## config.mk

```make
export PLATFORM = sky130hd
export DESIGN_NAME = sdram_port_arbiter_flat
export DESIGN_NICKNAME = d
export VERILOG_FILES = /design/src/rtl/sdram_port_arbiter_pkg.sv /design/src/rtl/sdram_port_arbiter_if.sv /design/src/rtl/sdram_port_arbiter_ref_timer.sv /design/src/rtl/sdram_port_arbiter.sv /design/src/flat_wrapper.sv
export SDC_FILE = /design/constraint.sdc
export NUM_CORES = 1
export LEC_CHECK = 0
export CAP_MARGIN = 15
export CORE_ASPECT_RATIO = 1.4
export CORE_MARGIN = 2
export CORE_UTILIZATION = 45
export CTS_BUF_LIST = sky130_fd_sc_hd__clkbuf_16
export DETAILED_ROUTE_END_ITERATION = 8
export GPL_ROUTABILITY_DRIVEN = 0
export GPL_TIMING_DRIVEN = 1
export PLACE_DENSITY = 0.9
export SYNTH_ARGS = -nofsm -noshare
export SYNTH_HDL_FRONTEND = slang
export SYNTH_SLANG_ARGS = --single-unit
```

## constraint.sdc

```tcl
create_clock -name clk50m -period 4.6 [get_ports clk50m]
set_input_delay 0.92 -clock clk50m [delete_from_list [all_inputs] [get_ports clk50m]]
set_output_delay 0.92 -clock clk50m [all_outputs]
set_load 0.02 [all_outputs]
```

## src/rtl/sdram_port_arbiter_pkg.sv

```systemverilog
// Shared encodings for the SDRAM port arbiter: controller commands, FSM states
// and the default refresh period (package sdram_arb_defs).
package sdram_arb_defs;

  localparam logic [1:0] CMD_NOP     = 2'b00;
  localparam logic [1:0] CMD_WRITE   = 2'b01;
  localparam logic [1:0] CMD_READ    = 2'b10;
  localparam logic [1:0] CMD_REFRESH = 2'b11;

  localparam logic [1:0] ST_IDLE      = 2'd0;
  localparam logic [1:0] ST_ISSUE     = 2'd1;
  localparam logic [1:0] ST_WAIT_DONE = 2'd2;

  // 7.8 us at 50 MHz
  localparam int DEF_REF_PERIOD = 390;

endpackage

```

## src/rtl/sdram_port_arbiter_if.sv

```systemverilog
// Command bus between the port arbiter (master) and the SDRAM command engine (slave).
interface sdram_port_arbiter_if #(
  parameter int ADDR_W = 22
);
  logic              ctl_valid;
  logic [1:0]        ctl_cmd;
  logic [ADDR_W-1:0] ctl_addr;
  logic              ctl_ready;
  logic              ctl_done;

  modport master (output ctl_valid, ctl_cmd, ctl_addr, input  ctl_ready, ctl_done);
  modport slave  (input  ctl_valid, ctl_cmd, ctl_addr, output ctl_ready, ctl_done);
endinterface

```

## src/rtl/sdram_port_arbiter_ref_timer.sv

```systemverilog
// Auto-refresh timer: periodic refresh request, cleared by the arbiter's ack,
// with a sticky overrun flag when a period expires on an unserved request.
module sdram_ref_timer
  import sdram_arb_defs::*;
#(
  parameter int REF_PERIOD = DEF_REF_PERIOD
) (
  input  logic clk50m,
  input  logic rst,
  input  logic ref_ack,
  output logic ref_pend,
  output logic ref_overrun
);
  localparam int               CNT_W  = $clog2(REF_PERIOD);
  localparam logic [CNT_W-1:0] RELOAD = CNT_W'(REF_PERIOD - 1);

  logic [CNT_W-1:0] cnt_q, cnt_d;
  logic             pend_q, pend_d;
  logic             ovr_q, ovr_d;
  logic             expire;

  assign expire = (cnt_q == '0);

  always_comb begin
    // NOTE: every always_comb output gets a default first so no path infers a latch.
    cnt_d  = expire ? RELOAD : cnt_q - 1'b1;
    pend_d = pend_q;
    ovr_d  = ovr_q;
    if (expire) begin
      pend_d = 1'b1;
      ovr_d  = ovr_q | pend_q;
    end else if (ref_ack) begin
      pend_d = 1'b0;
    end
  end

  // NOTE: sequential state uses non-blocking assignments so all flops update together.
  always_ff @(posedge clk50m) begin
    if (rst) begin
      cnt_q  <= RELOAD;
      pend_q <= 1'b0;
      ovr_q  <= 1'b0;
    end else begin
      cnt_q  <= cnt_d;
      pend_q <= pend_d;
      ovr_q  <= ovr_d;
    end
  end

  assign ref_pend    = pend_q;
  assign ref_overrun = ovr_q;

endmodule

```

## src/rtl/sdram_port_arbiter.sv

```systemverilog
// Three-way arbiter (refresh, video write, LCD read) issuing one burst at a time
// to the SDRAM controller. Optional WAIT_DONE watchdog under `ARB_WDOG_EN.
module sdram_port_arbiter
  import sdram_arb_defs::*;
#(
  parameter int ADDR_W     = 22,
  parameter int REF_PERIOD = DEF_REF_PERIOD,
  parameter int MAX_SKIP   = 4
) (
  input  logic                 clk50m,
  input  logic                 rst,
  input  logic                 wr_req,
  input  logic [ADDR_W-1:0]    wr_addr,
  output logic                 wr_gnt,
  input  logic                 rd_req,
  input  logic [ADDR_W-1:0]    rd_addr,
  output logic                 rd_gnt,
  sdram_port_arbiter_if.master ctl,
  output logic                 busy,
`ifdef ARB_WDOG_EN
  output logic                 wdog_err,
`endif
  output logic                 ref_overrun
);
  localparam int                SKIP_W   = $clog2(MAX_SKIP + 1);
  localparam logic [SKIP_W-1:0] SKIP_MAX = SKIP_W'(MAX_SKIP);

  logic [1:0]        state_q, state_d;
  logic [1:0]        cmd_q, cmd_d;
  logic [ADDR_W-1:0] addr_q, addr_d;
  logic [SKIP_W-1:0] skip_q, skip_d;
  logic              xfer, ref_pend, ref_ack;

`ifdef ARB_WDOG_EN
  localparam logic [9:0] WDOG_CYC = 10'd1000;
  logic [9:0] wdog_cnt_q, wdog_cnt_d;
  logic       wdog_err_q, wdog_err_d;
`endif

  sdram_ref_timer #(.REF_PERIOD(REF_PERIOD)) u_ref_timer (
    .clk50m      (clk50m),
    .rst         (rst),
    .ref_ack     (ref_ack),
    .ref_pend    (ref_pend),
    .ref_overrun (ref_overrun)
  );

  assign xfer          = (state_q == ST_ISSUE) & ctl.ctl_ready;
  assign ctl.ctl_valid = (state_q == ST_ISSUE);
  assign ctl.ctl_cmd   = ctl.ctl_valid ? cmd_q  : CMD_NOP;
  assign ctl.ctl_addr  = ctl.ctl_valid ? addr_q : '0;
  assign wr_gnt        = xfer & (cmd_q == CMD_WRITE);
  assign rd_gnt        = xfer & (cmd_q == CMD_READ);
  assign ref_ack       = xfer & (cmd_q == CMD_REFRESH);
  assign busy          = (state_q != ST_IDLE);

  always_comb begin
    state_d = state_q;
    cmd_d   = cmd_q;
    addr_d  = addr_q;
`ifdef ARB_WDOG_EN
    wdog_cnt_d = (state_q == ST_WAIT_DONE) ? wdog_cnt_q + 1'b1 : '0;
    wdog_err_d = wdog_err_q;
`endif
    case (state_q)
      ST_IDLE: begin
        state_d = ST_ISSUE;
        if (ref_pend) begin
          cmd_d  = CMD_REFRESH;
          addr_d = '0;
        end else if (wr_req && skip_q == SKIP_MAX) begin
          cmd_d  = CMD_WRITE;
          addr_d = wr_addr;
        end else if (rd_req) begin
          cmd_d  = CMD_READ;
          addr_d = rd_addr;
        end else if (wr_req) begin
          cmd_d  = CMD_WRITE;
          addr_d = wr_addr;
        end else begin
          state_d = ST_IDLE;
        end
      end
      ST_ISSUE:     if (ctl.ctl_ready) state_d = ST_WAIT_DONE;
      ST_WAIT_DONE: begin
        if (ctl.ctl_done) state_d = ST_IDLE;
`ifdef ARB_WDOG_EN
        else if (wdog_cnt_q == WDOG_CYC - 10'd1) begin
          state_d    = ST_IDLE;
          wdog_err_d = 1'b1;
        end
`endif
      end
      default:      state_d = ST_IDLE;
    endcase
  end

  // Reads starve a pending write at most MAX_SKIP times in a row.
  always_comb begin
    skip_d = skip_q;
    if (wr_gnt)                                skip_d = '0;
    else if (rd_gnt && wr_req && skip_q != SKIP_MAX) skip_d = skip_q + 1'b1;
  end

  always_ff @(posedge clk50m) begin
    if (rst) begin
      state_q <= ST_IDLE;
      cmd_q   <= CMD_NOP;
      addr_q  <= '0;
      skip_q  <= '0;
    end else begin
      state_q <= state_d;
      cmd_q   <= cmd_d;
      addr_q  <= addr_d;
      skip_q  <= skip_d;
    end
  end

`ifdef ARB_WDOG_EN
  always_ff @(posedge clk50m) begin
    if (rst) begin
      wdog_cnt_q <= '0;
      wdog_err_q <= 1'b0;
    end else begin
      wdog_cnt_q <= wdog_cnt_d;
      wdog_err_q <= wdog_err_d;
    end
  end
  assign wdog_err = wdog_err_q;
`endif

endmodule

```

## src/flat_wrapper.sv

```systemverilog
// flat-port wrapper written by rule: the top's interface ports become plain ports
module sdram_port_arbiter_flat import sdram_arb_defs::*;
#(
  parameter int ADDR_W     = 22,
  parameter int REF_PERIOD = DEF_REF_PERIOD,
  parameter int MAX_SKIP   = 4
)
  (clk50m, rst, wr_req, wr_addr, wr_gnt, rd_req, rd_addr, rd_gnt, busy, ref_overrun, ctl_ctl_valid, ctl_ctl_cmd, ctl_ctl_addr, ctl_ctl_ready, ctl_ctl_done);
  sdram_port_arbiter_if #(.ADDR_W(ADDR_W)) ctl_i ();
  input  logic clk50m;
  input  logic rst;
  input  logic wr_req;
  input  logic [ADDR_W-1:0] wr_addr;
  output logic wr_gnt;
  input  logic rd_req;
  input  logic [ADDR_W-1:0] rd_addr;
  output logic rd_gnt;
  output logic busy;
  output logic ref_overrun;
  output wire logic [$bits(ctl_i.ctl_valid)-1:0] ctl_ctl_valid;
  output wire logic [$bits(ctl_i.ctl_cmd)-1:0] ctl_ctl_cmd;
  output wire logic [$bits(ctl_i.ctl_addr)-1:0] ctl_ctl_addr;
  input wire logic [$bits(ctl_i.ctl_ready)-1:0] ctl_ctl_ready;
  input wire logic [$bits(ctl_i.ctl_done)-1:0] ctl_ctl_done;
  assign ctl_ctl_valid = ctl_i.ctl_valid;
  assign ctl_ctl_cmd = ctl_i.ctl_cmd;
  assign ctl_ctl_addr = ctl_i.ctl_addr;
  assign ctl_i.ctl_ready = ctl_ctl_ready;
  assign ctl_i.ctl_done = ctl_ctl_done;
  sdram_port_arbiter #(.ADDR_W(ADDR_W), .REF_PERIOD(REF_PERIOD), .MAX_SKIP(MAX_SKIP)) u_core (.clk50m(clk50m), .rst(rst), .wr_req(wr_req), .wr_addr(wr_addr), .wr_gnt(wr_gnt), .rd_req(rd_req), .rd_addr(rd_addr), .rd_gnt(rd_gnt), .ctl(ctl_i), .busy(busy), .ref_overrun(ref_overrun));
endmodule
```

==> metrics.md <==
| Metric | Value |
|---|---|
| Multi-input logic area | 1227 sq um |
| CP startpoint kind | input port |
| Bufs on Longest Clock Path | 2 |
| Area contributors post-synth | dfxtp_1, a22o_1, nand2_1 |
| Crit path max fanout | 8 |
| Postcts setup bufs | 0 |
| Outcome | completed |
| FILL cells | 394 |
| Most frequent cells after synthesis | nand2_1, dfxtp_1, and2_1, a22o_1, o22ai_1 |
| Final Critical Period | 3303 ps |
| Hold EP | u_core.u_ref_timer.cnt_q[0]$_SDFF_PP1_ |
| Die height | 86.04 um |
| Ys flop type | dfxtp_1 |
| Setup crit end kind | primary output |
| FF/Latch Area | 800.8 sq um |
| RR Startpoint | u_core.skip_q[0]$_SDFFE_PP0P_ |
| Worst hold stages | 1 |
| Synth area leader | dfxtp_1 |
| PnR worst setup slack | 1297 ps |
| Synthesized cell area | 2163 sq um |
| Port bufs | 78 |
| Leakage power | 1.208 nW |
| Endpoints failing setup | 0 |
| Pin count of the biggest net entering global routing | 28 |
| RSZ-0062 raised after global routing | no |
| Peak supply drop | 272.1 uV |
| Clk sinks | 40 |
| Root buf cell | clkbuf_16 |
| Synthesized instance count | 261 |
| Worst-Skew Late Latency | 280 ps |
| Vias/cell | 5.548 |
| Row Count | 29 |
| Starting density of the core | 0.4732 |
| Final hold vios | 0 |
| Sequential area share after synthesis | 0.3702 |
| Resize count post-CTS | 0 |
| FF-to-FF setup slack | roughly 2600 ps |
| Wire per inst | around 14 um |
| Post-Place Worst Slack | about 1200 ps |
| Crit-path cells | clkdlybuf4s50_1 > nand3b_4 > nor3_1 > clkdlybuf4s50_1 |
| CP delay by family, top | buffers and inverters |
| Max Cap Viol | 0 |
| HP Class | flop to flop |
| Hold-fix buffers, CTS | 0 |
| H-tree Lvls | 2 |
| Crit path largest cell delay | 630 ps |
| CP Data Required Time | 3680 ps |
| First-pass GRT wire length | 9059 um |
| Iter 0 DRT Violations | 90 |
| Distinct cells, synth | 45 |
| Area Growth Syn to Fin | 42.45% |
| Hold path start | u_core.u_ref_timer.cnt_q[0]$_SDFF_PP1_ |
| Post-synth EDFFs | 0 |
| Setup Skew | 3.963 ps |
| PwrDens | 296.2 nW/um^2 |
| Antenna cells | 0 |
| Yosys top cell area share | 0.3702 |
| DIE AREA | ~5400 sq um |
| Setup TNS | 0 ps |
| Avg Inst Size Synth | 8.289 sq um |
| Initial antenna violation count | 0 |
| Headroom to the max-slew limit | 0.2437 |
| Remaining antenna violation count | 0 |
| Net Count, Synth | between 300 and 400 |
| GRT Overall Usage | 0.2097 |
| Via Count | around 2200 |
| Critical path buffer and inverter count | 2 |
| IO Pins | 79 |
| Critical path class | input port to primary output |
| Die width | 62.60 um |
| Final Max Tran Viols | 0 |
| Critical path arrival | roughly 2400 ps |
| Clock transition at the registers of the reported paths | 50 ps |
| Top cell by count, worst path | clkdlybuf4s50_1 |
| Worst Reg2Reg Path Length in Cells | 5 |
| Flops & latches, synth | 40 |
| Max Clk Rate | 0.3027 GHz |
| WL final | 5621 um |
| CTS tree | built |
| Slowest stage cell on the critical path | clkdlybuf4s50_1 |
| DRC Markers | 0 |
| Core ar. | about 4600 sq um |
| Final net count | 383 |
| Final global-route overflow total | 0 |
| Yosys warnings | 0 |
| Worst Max-Slew Pin Slew | 1126 ps |
| Vias in the first global route | 2101 |
| TritonCTS Buffers | 5 |
| Total iterations of the first detailed-routing run | 4 |
| Dpl hpwl | 4165 um |
| Layout cell share with drive strength beyond 1 | 0.04545 |
| Post-synth ARST share | 0 |
| Crit share post-route | 0.7181 |
| Reg2Reg Capture Point | u_core.addr_q[21]$_SDFFE_PP0P_ |
| Most common cell in the netlist | nand2_1 |
-- report_power, final --
part           total, mW  leakage, nW  switching (mW)  internal (mW)
Combinational      0.196        0.809          0.0951          0.101
Clock              0.322       0.0710           0.126          0.197
Sequential         0.394        0.328          0.0205          0.373
-- final cells by class --
cell class              instances  share of cell area
inverters                      13             0.01583
clock inverters                 3            0.004466
flip-flops and latches         40              0.2598
clock buffers                   5             0.04060
well taps                      62             0.02517
repair buffers                 79              0.2558
multi-input cells             190              0.3983
-- layer usage --
layer / routed length, um / up-vias / GRT usage / share of wire
met5: 0 / - / 0 / 0
met4: 168 / 0 / 0.1232 / 0.030
met3: 215 / 12 / 0.03412 / 0.038
met2: 3066 / 65 / 0.3988 / 0.55
met1: 2171 / 1026 / 0.2136 / 0.39
li1: - / 1072 / - / -
-- worst max-delay path by stage --
| stage | cells past startpoint | start | slack [ps] | to |
|---|---|---|---|---|
| finish | 4 | ctl_ctl_ready | 1300 | wr_gnt |
| global route | 4 | ctl_ctl_ready | 1220 | rd_gnt |
| CTS | 4 | ctl_ctl_ready | 1280 | wr_gnt |
| detailed placement | 4 | rd_req | 1250 | u_core.addr_q[21]$_SDFFE_PP0P_ |
| global placement | 4 | rd_req | 1310 | u_core.addr_q[7]$_SDFFE_PP0P_ |
| floorplan | 2 | ctl_ctl_ready | 2190 | rd_gnt |
-- sequential cells by signal, summed over array words and instances, names as in the netlist --
name                            count
u_core.addr_q                      22
u_core.u_ref_timer.cnt_q            9
u_core.skip_q                       3
u_core.cmd_q                        2
u_core.state_q                      2
u_core.u_ref_timer.ref_overrun      1
u_core.u_ref_timer.ref_pend         1
-- worst reg2reg max path, delay by kind of cell (launching register included) --
family / cells / cell delay, ps
AOI/OAI and AO/OA: 3 / 1220
adders and majority gates: 1 / 270
buffers and inverters: 1 / 70
DFF: 1 / 350
-- cell families after synthesis --
family	synth area share
XOR/XNOR	0.004049
AO/OA/AOI/OAI	0.2643
buffers and inverters	0.06824
AND/OR/NAND/NOR	0.2701
flip-flops	0.3702
adder cells (fa/ha/maj)	0.02314
-- stage by stage --
| stage | power, mW | util | hold slack, ps | cell area (sq um) | cells |
|---|---|---|---|---|---|
| 5_1_grt | 0.9472 | 0.6741 | 430.7 | 3082 | 392 |
| 6_report | 0.9127 | 0.6741 | 416.3 | 3082 | 392 |
| 3_3_place_gp | 0.5914 | 0.6437 | 401.3 | 2943 | 384 |
| 4_1_cts | 0.9203 | 0.6741 | 419.0 | 3082 | 392 |
| 2_1_floorplan | 0.5113 | - | 384.5 | 2163 | 261 |
| 3_5_place_dp | 0.5968 | 0.6437 | 406.5 | 2943 | 384 |
-- cell usage in the layout (no fill, tap or decap), types with 2 or more instances in the layout --
master	n
a211oi_1	2
a21o_1	3
a21oi_1	10
a22o_1	22
and2_1	26
and3b_1	2
clkbuf_16	5
clkdlybuf4s50_1	78
clkinv_1	2
clkinv_2	2
dfxtp_1	40
ha_1	4
inv_1	12
nand2_1	49
nand4_1	2
nor2_1	9
nor2b_1	3
nor3_1	2
nor4b_1	2
nor4bb_1	2
o2111ai_1	4
o22ai_1	22
o31ai_1	4
(Power assumes the default switching activity.)
